<file path="config.mk">
export PLATFORM = sky130hd
export DESIGN_NAME = seg8_scan_display
export DESIGN_NICKNAME = d
export VERILOG_FILES = /design/src/rtl/seg8_scan_display.sv
export SDC_FILE = /design/constraint.sdc
export NUM_CORES = 1
export LEC_CHECK = 0
export BUFFER_PORTS_ARGS = -buffer_cell sky130_fd_sc_hd__buf_2
export CELL_PAD_IN_SITES_DETAIL_PLACEMENT = 2
export CELL_PAD_IN_SITES_GLOBAL_PLACEMENT = 2
export CORE_MARGIN = 2
export CORE_UTILIZATION = 41
export DETAILED_ROUTE_END_ITERATION = 8
export PLACE_DENSITY = 0.78
export SETUP_SLACK_MARGIN = 0.4
export SYNTH_ARGS = -nofsm -noshare
export SYNTH_HDL_FRONTEND = slang
export SYNTH_SLANG_ARGS = --single-unit
</file>
<file path="constraint.sdc">
create_clock -name clk -period 3.8 [get_ports clk]
set_input_delay 0.38 -clock clk [delete_from_list [all_inputs] [get_ports clk]]
set_output_delay 0.38 -clock clk [all_outputs]
set_load 0.1 [all_outputs]
</file>
<file path="src/rtl/seg8_scan_display.sv">
// Tear-free 8-digit multiplexed 7-segment hex display driver.
// A captured value is staged in a pending register and becomes visible only at a frame boundary.
module seg8_scan_display #(
    parameter int unsigned REFRESH_DIV = 15
) (
    input  logic        clk,
    input  logic        reset,
    input  logic        cs,
    input  logic [31:0] i_data,
    input  logic        blank_lz,
    output logic [7:0]  o_seg,
    output logic [7:0]  o_sel,
    output logic        o_pending,
    output logic        o_frame
);

    function automatic logic [7:0] enc(input logic [3:0] h);
        logic [7:0] s;
        case (h)
            4'h0: s = 8'hC0;
            4'h1: s = 8'hF9;
            4'h2: s = 8'hA4;
            4'h3: s = 8'hB0;
            4'h4: s = 8'h99;
            4'h5: s = 8'h92;
            4'h6: s = 8'h82;
            4'h7: s = 8'hF8;
            4'h8: s = 8'h80;
            4'h9: s = 8'h90;
            4'hA: s = 8'h88;
            4'hB: s = 8'h83;
            4'hC: s = 8'hC6;
            4'hD: s = 8'hA1;
            4'hE: s = 8'h86;
            default: s = 8'h8E;
        endcase
        return s;
    endfunction

    logic [REFRESH_DIV-1:0] presc_q, presc_d;
    logic [2:0]             digit_q, digit_d;
    logic [31:0]            disp_q, disp_d;
    logic [31:0]            pend_q, pend_d;
    logic                   pend_valid_q, pend_valid_d;
    logic [7:0]             seg_q, seg_d;
    logic [7:0]             sel_q, sel_d;
    logic                   frame_q, frame_d;

    logic       tick;
    logic       frame_bnd;
    logic [3:0] nibble;
    logic [7:0] zero_from;   // zero_from[k]: nibbles k..7 of disp are all zero

    always_comb begin
        tick      = &presc_q;
        frame_bnd = tick && (digit_q == 3'd7);

        presc_d = presc_q + 1'b1;
        digit_d = tick ? digit_q + 3'd1 : digit_q;

        // Commit reads the old pend before a same-cycle strobe replaces it,
        // so a strobe on the boundary keeps pend_valid set for the next frame.
        disp_d       = disp_q;
        pend_d       = pend_q;
        pend_valid_d = pend_valid_q;
        if (frame_bnd && pend_valid_q) begin
            disp_d       = pend_q;
            pend_valid_d = 1'b0;
        end
        if (cs) begin
            pend_d       = i_data;
            pend_valid_d = 1'b1;
        end

        zero_from[7] = (disp_q[31:28] == 4'h0);
        for (int k = 6; k >= 0; k--) begin
            zero_from[k] = zero_from[k+1] && (disp_q[4*k +: 4] == 4'h0);
        end

        nibble  = disp_q[{digit_q, 2'b00} +: 4];
        sel_d   = ~(8'b0000_0001 << digit_q);
        seg_d   = enc(nibble);
        if (blank_lz && (digit_q != 3'd0) && zero_from[digit_q]) begin
            seg_d = 8'hFF;
        end
        frame_d = frame_bnd;
    end

    // NOTE: state registers use non-blocking assignments so every flop samples
    // pre-edge values; the async reset returns the pins to all-off immediately.
    always_ff @(posedge clk or posedge reset) begin
        if (reset) begin
            presc_q      <= '0;
            digit_q      <= 3'd0;
            disp_q       <= 32'h0;
            pend_q       <= 32'h0;
            pend_valid_q <= 1'b0;
            seg_q        <= 8'hFF;
            sel_q        <= 8'hFF;
            frame_q      <= 1'b0;
        end else begin
            presc_q      <= presc_d;
            digit_q      <= digit_d;
            disp_q       <= disp_d;
            pend_q       <= pend_d;
            pend_valid_q <= pend_valid_d;
            seg_q        <= seg_d;
            sel_q        <= sel_d;
            frame_q      <= frame_d;
        end
    end

    assign o_seg     = seg_q;
    assign o_sel     = sel_q;
    assign o_pending = pend_valid_q;
    assign o_frame   = frame_q;

endmodule

</file>
; After elaboration in Yosys (flattened, before gate mapping)
; Memory sizes are Yosys's and may differ from the RTL's.
; Index checks and enable logic that the tools add are counted.
[word_totals]
register_bits = 100
mem_bits_ro = 112
inputBits = 36
out_inout_bits = 18
elab_cells = 43
mem_count = 1
[op_classes]
n_addsub = 2
magnitude_cmp = 1
eq_ne = 1
shift = 2
muxes = 5
n_bitwise = 1
reduce_logical = 22
[mem_list]
columns = memory, depth, word_bits, rd, rd_clocked_by_memory_dff, write_ports, line
row1 = (no name shown), 16, 7, 1, 0, 0, 19  ; case (h)
[ops]
columns = op, count
row1 = $logic_not A4 Y1, 8
row2 = $shiftx A32 B6 Y4, 1
row3 = $add A15 B1 Y15 const B, 1
row4 = $reduce_and A15 Y1, 1
row5 = $logic_and A1 B1 Y1, 11
row6 = $mux W8, 1
row7 = $not A8 Y8, 1
row8 = $shl A1 B3 Y8 const A, 1
row9 = $lt A3 B4 Y1 const B, 1
row10 = $add A3 B1 Y3 const B, 1
row11 = $bmux W1 S3, 1
row12 = $eq A3 B3 Y1 const B, 1
row13 = $mux W1, 3
row14 = $reduce_bool A3 Y1, 1
row15 = $reduce_bool A2 Y1, 1

; Longest topological paths before layout
; Gate-level depths: netlist of the first run.
[depth]
depth_word = 12
depth_mapped = 11
depth_no_buf = 9

; Least setup slack after synthesis of the first run
; Ideal clock, no wire load.
[synth_timing]
kind = register to register
from = reg digit_q[0]
to = reg seg_q[3] (netlist: o_seg[3])
setup_ns = 0.086
arrival_ns = 2.140
required_time_ns = 3.714
setup_slack_ns = 1.574
path_stages_with_launch = 9
n_path_buf = 1
period_less_slack_ns = 2.226
cell_sequence = dfrtp_1 buf_4 mux4_2 mux2i_4 inv_1 ha_1 mux2_1 nor2_1 o21ai_1
[synth_via]
elab_chain_len = 4
elab_cells_between_ends = 8
cone_classes = shift (1) / mux (3) / reduce/logical (3) / memory (1)
[synth_lines]
columns = item, line
row1 = start: declaration, 41  ; logic [2:0] digit_q, digit_d;
row2 = start signal: assignment, 103  ; digit_q <= digit_d;
row3 = "parallel branches: the longest is 3 deep, another holds $mem_v2 Z16 W7", -
row4 = $mux W8 (*), 83  ; if (blank_lz && (digit_q != 3'd0) && zero_from[digit_q]) begin
row5 = via seg_d[3], 45  ; logic [7:0] seg_q, seg_d;
row6 = end signal: assignment, 107  ; seg_q <= seg_d;
row7 = end: declaration, 45
; Mark *: on every way through the listed nets, which the timed path passes. The select of a mux whose other input is x is not followed.
; A chain may end at the register's enable or synchronous reset.

; Worst setup path after layout of the first run
[layout_timing]
from = reg digit_q[2]
to = reg seg_q[3] (netlist: o_seg[3])
; Same word-level chain as after synthesis.

==> flow_summary_export.csv, run 1 <==
group,metric,value,unit
route,wl_met3,322,µm
hold_path,worst_hold_path.num_cells,2,
logic_synthesis,synth.net_count,356,
logic_synthesis,synth_top_area_share,46.12,%
route,ant_nets,0,
die,coreArea,0.01084,mm²
timing,rsz0062_at_grt,"no",
worst_setup_path,path_cells,"mux4_2 -> mux2i_4 -> inv_1 -> ha_1 -> mux2_1 -> nor2_1 -> o21ai_1",
placement,hpwl,6.727,mm
die,start_util,42.05,%
route,num_vias,2608,
placement,portBuffers,52,
timing,max_freq,0.3883,GHz
timing,fin_crit_sh,67.77,%
logic_synthesis,yosysSeqAreaShare,54.76,%
global_routing,track_usage,17.24,%
route,routed_wl,9.186,mm
die,fp.dieH,109.4,µm
cells_and_area,area_delta_synth_final,10.51,%
cells_and_area,insertedDiodeCount,0,
logic_synthesis,syn_avg_cell_area,14.85,µm²
timing,min_period,2.575,ns
global_routing,grt_pass1_vias,2960,
timing,setup_viol,0,
logic_synthesis,synth_common_cells,"84 x dfrtp_1, 33 x mux2_2, 30 x mux2_4",
cells_and_area,final_nets,405,
die,die_w,109.4,µm
cts,cts_setup_buffers,0,
pwr,p_per_area,358.2,mW/mm²
timing,hold_violations,0,
placement,place_inst,485,
pwr,leakage,2.314,nW
timing,worstMarginPinSlew,1.013,ns
worst_setup_path,cp.buffers_inverters,1,
worst_setup_path,crit_path_end_kind,"flip-flop",
worst_setup_path,cp_max_fo,17,
cells_and_area,fill_cells,1062,
cts,clockBufferDepth,2,
outcome,outcome,"finished clean",
cts,clock_latency,0.37,ns
placement,placed_area,0.004866,mm²
cts,clk_pin_slew,0.09,ns
hold_path,hold_path_end,"pend_q[29]",
route,drtIter0Drc,156,
worst_setup_path,r2r-end,"o_seg[3]",
route,wire_per_inst,18.34,µm
worst_setup_path,crit_path_start_kind,"flip-flop",
route,wl_met2,4.685,mm
cts,clock_sinks,99,
worst_setup_path,ff2ff_setup_slack,1.22,ns
hold_path,hold_path.class,"input port to flip-flop",
route,viasPerCell,5.206,
run,cap_violations,0,
route,first_pass_iters,4,
pwr,clkPwrFrac,33.7,%
worst_setup_path,critical_path.top_delay_family,"multiplexers",
die,io_pins,54,
global_routing,overflow,0,
logic_synthesis,syn_area,0.004558,mm²
logic_synthesis,synth_top_cell_by_area,"dfrtp_1",
cts,htreeDepth,3,
route,top_layer_used,"met4",
logic_synthesis,yosysWarnings,0,
logic_synthesis,synth_ff_type,"dfrtp_1",
worst_setup_path,slowest_stage,"dfrtp_1",
timing,fin_setup_tns,0,ns
logic_synthesis,ys_seq_elements,99,
cells_and_area,final_area,0.005037,mm²
global_routing,grt_pass1_wl,15.44,mm
pwr,internal_power,1.388,mW
worst_setup_path,reg2reg_depth,7,
hold_path,hold_path.startpoint,"i_data[29]",
logic_synthesis,synth_enable_flop_cells,0,
global_routing,grt_max_degree,85,
global_routing,antenna_found_initial,0,
cts,cts_resized,0,
worst_setup_path,r2r-start,"digit_q[2]",
cells_and_area,multi_input_area,0.001887,mm²
timing,finClkSkew,0.01286,ns
pwr,switching_share,23.08,%
logic_synthesis,yosysMostFrequentCell,"dfrtp_1",
worst_setup_path,arrival,2.86,ns
logic_synthesis,synth_cells,307,
pwr,max-vdd-ir-drop,179.1,µV
logic_synthesis,ys_types,47,
pwr,comb_power_share,4.9,%
timing,maxSlewViolCount,0,
pwr,seqPwrFrac,61.5,%
worst_setup_path,slowest_delay,0.76,ns
worst_setup_path,critPathKind,"flip-flop to flip-flop",
placement,gp_congestion,0.8263,
route,met1Wirelength,4.032,mm
timing,relSlewSlack,32.48,%
die,core.rowCount,38,
cts,root_buffer,"clkbuf_8",
cts,cts_buffers,9,
cells_and_area,seq_area,0.002496,mm²
cells_and_area,instances_no_fill,501,
cts,cts_tree,"yes",
pwr,p_total,1.804,mW
logic_synthesis,synthTopCellsByArea,"dfrtp_1 46%, mux2_4 9.9%, dfstp_2 8.6%",
route,remaining_drc_errors,0,
cts,hold_buffers,0,
worst_setup_path,required,4.08,ns
die,die_area,0.01198,mm²
pwr,p_sw,416.5,µW
cells_and_area,layout-drive-gt1-share,45.15,%
logic_synthesis,synthArstFlopShare,100.0,%
[power by group through the flow]
| stage | combinational [mW] | sequential (mW) | clock (mW) |
|---|---|---|---|
| finish | 0.0876 | 1.11 | 0.607 |
| global route | 0.0999 | 1.12 | 0.688 |
| CTS | 0.0915 | 1.11 | 0.634 |
| detailed placement | 0.0913 | 1.13 | 0 |
| global placement | 0.0877 | 1.13 | 0 |
| floorplan | 0.0626 | 1.12 | 0 |
[metrics by stage]
stage / util [%] / hold WS (ns) / setup WS, ns
after floorplan: - / 0.4360 / 0.8544
after global placement: 44.89 / 0.4545 / 1.308
after detailed placement: 44.89 / 0.4703 / 1.230
after CTS: 46.47 / 0.2212 / 1.205
after global routing: 46.47 / 0.2220 / 1.015
final: 46.47 / 0.2378 / 1.225
[cell usage in the layout (no fill, tap or decap), types with 3 or more instances in the layout]
master,synthesis,routed
mux2_4,30,30
o21ai_1,3,3
mux2_1,3,3
nand2_1,16,16
inv_1,9,8
xor2_1,4,4
a21oi_1,3,3
mux2i_4,3,3
xnor2_1,10,10
nor4_1,6,6
dfstp_2,15,15
and3_1,4,4
mux4_2,8,8
dfrtp_1,84,84
o211ai_1,5,5
mux2_2,33,33
o21ai_0,4,4
ha_1,13,13
nor2_1,4,4
clkbuf_8,0,10
buf_2,2,52
nand3_1,8,8
[kinds of logic (layout without fill, tap and decap cells)]
kind of cell / Yosys count / in the layout / share of synthesized area [%]
flops: 99 / 99 / 54.76
mux: 79 / 79 / 24.65
simple gates: 54 / 54 / 7.055
buf+inv: 25 / 79 / 3.843
compound gates: 22 / 22 / 3.349
xor+xnor: 14 / 14 / 2.690
fa+ha+maj: 13 / 13 / 3.569
other cells: 1 / 1 / 0.08227
[how the worst max path moves through the flow]
stage                     cells past startpoint         end        from
after floorplan                               1  digit_q[0]       reset
after global placement                        9    o_seg[5]  digit_q[2]
after detailed placement                      7    o_seg[3]  digit_q[2]
after CTS                                     7    o_seg[3]  digit_q[2]
after global routing                          9    o_seg[5]  digit_q[2]
final                                         7    o_seg[3]  digit_q[2]
[state kept, by name, indices dropped and copies added, names as in the netlist]
signal     flops
o_frame        1
o_sel          8
o_seg          7
pend_q        32
disp_q        32
o_pending      1
digit_q        3
presc_q       15
[layer usage]
metal | track usage [%] | vias to the layer above
li1 | - | 1181
met1 | 21.63 | 1368
met2 | 29.19 | 48
met3 | 3.912 | 11
met4 | 6.239 | 0
met5 | 0 | -
[worst register-to-register path: stages (launching register included)]
cell,delay [ns]
dfrtp_1,0.76
mux4_2,0.63
mux2i_4,0.29
inv_1,0.11
ha_1,0.24
mux2_1,0.30
nor2_1,0.09
o21ai_1,0.08
[layout make-up]
type | count | share of cell area (%)
well taps | 140 | 3.477
flip-flops and latches | 99 | 49.55
multi-input cells | 183 | 37.46
repair buffers | 53 | 5.315
clock buffers | 12 | 2.881
clock inverters | 4 | 0.5216
inverters | 10 | 0.7948
No activity file was read; power rests on OpenSTA's default activity.
==> inputs of run 2 (changes only) <==
Settings changed: CORE_UTILIZATION 41 to 37, PLACE_DENSITY 0.78 to 0.74.
Clock period 3.8 ns to 2.3 ns, I/O delays scaled along.
==> flow_summary_export.csv, run 2 (synthesis results as in run 1) <==
group,metric,value,unit
outcome,outcome,"finished clean",
cells_and_area,instances_no_fill,550,
cts,root_buffer,"clkbuf_16",
cts,cts_tree,"yes",
cts,clockBufferDepth,2,
die,start_util,37.95,%
global_routing,overflow,0,
timing,hold_violations,0,
route,remaining_drc_errors,0,
cts,clk_pin_slew,0.07,ns
placement,place_ws,0.02497,ns
timing,setup_viol,0,
placement,hpwl,7.012,mm
timing,relSlewSlack,49.58,%
route,ant_nets,0,
placement,gp_congestion,0.8281,
route,drtIter0Drc,137,
timing,maxSlewViolCount,0,
global_routing,track_usage,19.15,%
cts,hold_buffers,0,
timing,finClkSkew,0.01039,ns
placement,place_inst,501,
timing,worstMarginPinSlew,0.7563,ns
timing,max_freq,0.4866,GHz
cells_and_area,insertedDiodeCount,0,
cells_and_area,mostFrequentLayoutCell,"dfrtp_1",
route,wire_per_inst,21.69,µm
cells_and_area,seq_area,0.002501,mm²
die,die_area,0.01322,mm²
worst_setup_path,crit_path_end_kind,"flip-flop",
worst_setup_path,arrival,2.33,ns
worst_setup_path,required,2.58,ns
die,io_pins,54,
route,routed_wl,11.93,mm
hold_path,hold_path.class,"input port to asynchronous set/reset pin",
route,num_vias,2855,
placement,portBuffers,52,
cells_and_area,layout-drive-gt1-share,59.06,%
global_routing,grt_pass1_vias,3272,
global_routing,grt_max_degree,100,
worst_setup_path,crit_path_start_kind,"flip-flop",
worst_setup_path,cp_max_fo,5,
timing,min_period,2.055,ns
global_routing,grt_pass1_wl,18.84,mm
die,coreArea,0.01201,mm²
cells_and_area,fill_cells,1135,
cells_and_area,mostFrequentLayoutCells,"80 x dfrtp_1, 52 x buf_2, 33 x mux2_2",
route,viasPerCell,5.191,
die,fp.dieH,115.0,µm
cells_and_area,largest_registers,"disp_q x32, pend_q x32, presc_q x15",
global_routing,antenna_found_initial,0,
cells_and_area,multi_input_area,0.002091,mm²
timing,fin_setup_tns,0,ns
pwr,p_per_area,591.3,mW/mm²
pwr,leakage,2.624,nW
worst_setup_path,critPathKind,"flip-flop to flip-flop",
cts,clock_latency,0.35,ns
pwr,max-vdd-ir-drop,357.4,µV
run,cap_violations,0,
timing,final.setup.worst_slack,0.2448,ns
cts,cts_buffers,9,
die,die_w,115.0,µm
timing,hold_ws,0.01296,ns
cts,clock_sinks,99,
cells_and_area,final_nets,447,
timing,fin_crit_sh,89.36,%
timing,rsz0062_at_grt,"yes",
route,first_pass_iters,4,
die,core.rowCount,40,
pwr,p_total,3.437,mW
cells_and_area,area_delta_synth_final,27.53,%
cts,htreeDepth,3,
## run 2: cell types whose count changed in the layout (fill, tap and decap cells not counted), sizes merged
cell,delta
buf,+42
clkinvlp,+1
clkinv,-2
clkbuf,+1
## run 2: worst paths after layout
kind | to | depth (start not counted) | slack (ns) | from
setup / recovery | o_seg[3] | 7 | 0.24 | digit_q[0]
hold / removal | presc_q[9] | 3 | 0.01 | reset
setup reg to reg | o_seg[3] | 7 | 0.24 | digit_q[0]
hold reg to reg | presc_q[0] | 1 | 0.49 | presc_q[0]
max in group asynchronous | pend_q[6] | 3 | 1.86 | reset
min in group clk | pend_q[31] | 2 | 0.10 | i_data[31]
## run 2: what timing repair did
action,in CTS,in global routing
gates resized for setup,26,23
setup endpoints to repair,35,39
pin swaps,11,11
setup buffers,25,7
cloned,1,0
## run 2: critical path: stages (launching register included)
cell and delay [ns]:
dfrtp_2 0.46, mux4_2 0.57, mux2i_4 0.24, buf_4 0.19, ha_1 0.19, mux2_4 0.18
nor2_4 0.03, o21ai_2 0.12
## run 2: where the power goes
part	switching [mW]	total, mW	internal, mW	leakage (nW)
clock network	0.655	1.45	0.796	0.136
logic	0.0758	0.152	0.0765	1.26
registers	0.0358	1.83	1.80	1.23
total	0.766	3.44	2.67	2.62
## run 2: metal layers
metal	vias to the layer above	track usage, %	routed length (µm)
met2	55	33.22	6372
met4	0	7.470	229
met3	19	3.585	357
met5	-	0	0
li1	1271	-	-
met1	1510	23.71	4967
## run 2: through the flow
stage | cell area [µm²] | utilization, %
floorplan | 4587 | -
global placement | 4986 | 41.51
global route | 5813 | 48.40
detailed placement | 4986 | 41.51
finish | 5813 | 48.40
CTS | 5623 | 46.81
## run 2: layout make-up
type,count,area share [%]
sequential,99,43.03
inverter,10,0.7533
multi-input combinational,183,35.97
timing repair buffer,95,12.25
tap,147,3.164
clock inverter,3,0.3659
clock buffer,13,4.477
==> inputs of run 3 (changes only) <==
Settings changed: SETUP_SLACK_MARGIN 0.4 to 0.02.
==> flow_summary_export.csv, run 3 (synthesis results as in run 1) <==
group,metric,value,unit
die,coreArea,0.01201,mm²
die,core.rowCount,40,
pwr,clkPwrFrac,45.5,%
pwr,leakage,2.476,nW
timing,max_freq,0.4607,GHz
cells_and_area,insertedDiodeCount,0,
die,fp.dieH,115.0,µm
timing,relSlewSlack,49.62,%
pwr,max-vdd-ir-drop,362.5,µV
worst_setup_path,arrival,2.44,ns
cts,clockBufferDepth,2,
route,wire_per_inst,19.08,µm
pwr,p_sw,800.7,µW
outcome,outcome,"finished clean",
placement,place_inst,504,
cells_and_area,layout-drive-gt1-share,50.39,%
placement,hpwl,6.957,mm
worst_setup_path,crit_path_start_kind,"flip-flop",
die,die_w,115.0,µm
worst_setup_path,r2r-end,"o_seg[3]",
cells_and_area,seq_area,0.002500,mm²
timing,fin_crit_sh,94.37,%
worst_setup_path,ff2ff_setup_slack,0.13,ns
global_routing,grt_max_degree,100,
global_routing,busiest_layer,"met2",
timing,setup_viol,0,
global_routing,grt.met3_usage,4.112,%
pwr,internal_power,2.837,mW
worst_setup_path,crit_cells,8,
route,num_vias,2689,
route,routed_wl,10.08,mm
timing,worstMarginPinSlew,0.7558,ns
cells_and_area,multi_input_area,0.001904,mm²
worst_setup_path,slowest_stage,"mux4_2",
cells_and_area,mostFrequentLayoutCells,"81 x dfrtp_1, 52 x buf_2, 33 x mux2_2",
timing,min_period,2.171,ns
timing,fin_setup_tns,0,ns
worst_setup_path,cp_max_fo,5,
global_routing,grt_pass1_vias,3000,
global_routing,globalRouteMet1Util,21.44,%
global_routing,grt_pass1_wl,16.81,mm
route,drtIter0Drc,104,
cells_and_area,largest_registers,"disp_q x32, pend_q x32, presc_q x15",
worst_setup_path,critPathKind,"flip-flop to flip-flop",
pwr,p_per_area,673.9,mW/mm²
hold_path,hold_path.class,"input port to asynchronous set/reset pin",
timing,maxSlewViolCount,0,
route,remaining_drc_errors,0,
worst_setup_path,critical_path.top_delay_family,"multiplexers",
pwr,comb_power_share,4.1,%
route,first_pass_iters,4,
route,viasPerCell,5.093,
cts,cts_tree,"yes",
run,cap_violations,0,
cells_and_area,instances_no_fill,528,
worst_setup_path,slowest_delay,0.51,ns
worst_setup_path,required,2.57,ns
pwr,switching_share,22.01,%
die,die_area,0.01322,mm²
worst_setup_path,crit_path_end,"o_seg[3]",
global_routing,use_met2,28.59,%
cts,clock_latency,0.35,ns
cells_and_area,mostFrequentLayoutCell,"dfrtp_1",
cells_and_area,fill_cells,1181,
global_routing,overflow,0,
timing,finClkSkew,0.007353,ns
die,io_pins,54,
worst_setup_path,crit_path_end_kind,"flip-flop",
cts,clk_pin_slew,0.07,ns
route,ant_nets,0,
placement,portBuffers,52,
cts,clock_sinks,99,
placement,gp_congestion,0.9052,
cells_and_area,area_delta_synth_final,18.42,%
timing,hold_violations,0,
die,start_util,37.95,%
timing,rsz0062_at_grt,"no",
global_routing,antenna_found_initial,0,
cells_and_area,final_nets,425,
worst_setup_path,r2r-start,"digit_q[2]",
pwr,seqPwrFrac,50.4,%
worst_setup_path,startpoint,"digit_q[2]",
cts,cts_buffers,9,
worst_setup_path,cp.buffers_inverters,2,
cts,hold_buffers,0,
cts,htreeDepth,3,
pwr,p_total,3.638,mW
worst_setup_path,reg2reg_depth,8,
worst_setup_path,path_cells,"buf_4 -> mux4_2 -> mux2i_4 -> inv_1 -> ha_2 -> mux2_1 -> nor2_1 -> o21ai_1",
cts,root_buffer,"clkbuf_16",
global_routing,track_usage,16.84,%
run 3: final cells by class:
type / count / area share (%)
clock buffers: 9 / 4.172
clock inverters: 7 / 1.854
inverters: 10 / 0.7650
multi-input cells: 183 / 35.28
flip-flops and latches: 99 / 46.31
well taps: 147 / 3.408
repair buffers: 73 / 8.206
run 3: what timing repair did:
| action | 4_1_cts | 5_1_grt |
|---|---|---|
| setup buffers | 0 | 8 |
| pin swaps | 0 | 0 |
| gates resized for setup | 3 | 4 |
| hold endpoints to repair | 0 | 0 |
| endpoints found under the setup margin | 2 | 6 |
run 3: worst min path at each step:
stage | start | depth (start not counted) | end | slack (ns)
6_report | reset | 3 | presc_q[6] | 0.02
5_1_grt | reset | 3 | o_frame | 0.08
4_1_cts | reset | 3 | presc_q[7] | 0.06
3_5_place_dp | reset | 3 | presc_q[7] | 0.43
3_3_place_gp | reset | 3 | o_frame | 0.42
2_1_floorplan | i_data[29] | 1 | pend_q[29] | 0.38
run 3: layer usage:
metal  up-vias  routed length [µm]
li1       1221                   -
met1      1404                4345
met2        51                5213
met3        13                 362
met4         0                 153
met5         -                   0
run 3: stage by stage:
step,setup WS [ns],instance area (µm²),utilization [%],hold WS (ns)
floorplan,0.07390,4562,-,0.3817
global placement,0.1569,4991,41.55,0.4235
detailed placement,0.004100,4991,41.55,0.4345
CTS,0.04791,5320,44.29,0.06168
global route,0.006292,5398,44.94,0.08083
finish,0.1295,5398,44.94,0.01653
run 3: tightest hold or removal path, cell delays in order:
cell        delay, ns
buf_2            0.11
clkinvlp_4       0.07
buf_12           0.39
run 3: power by group through the flow:
stage | logic (mW) | clock network, mW | registers (mW)
2_1_floorplan | 0.104 | 0 | 1.85
3_3_place_gp | 0.148 | 0 | 1.86
3_5_place_dp | 0.153 | 0 | 1.87
4_1_cts | 0.155 | 1.70 | 1.84
5_1_grt | 0.168 | 1.78 | 1.84
6_report | 0.149 | 1.65 | 1.83
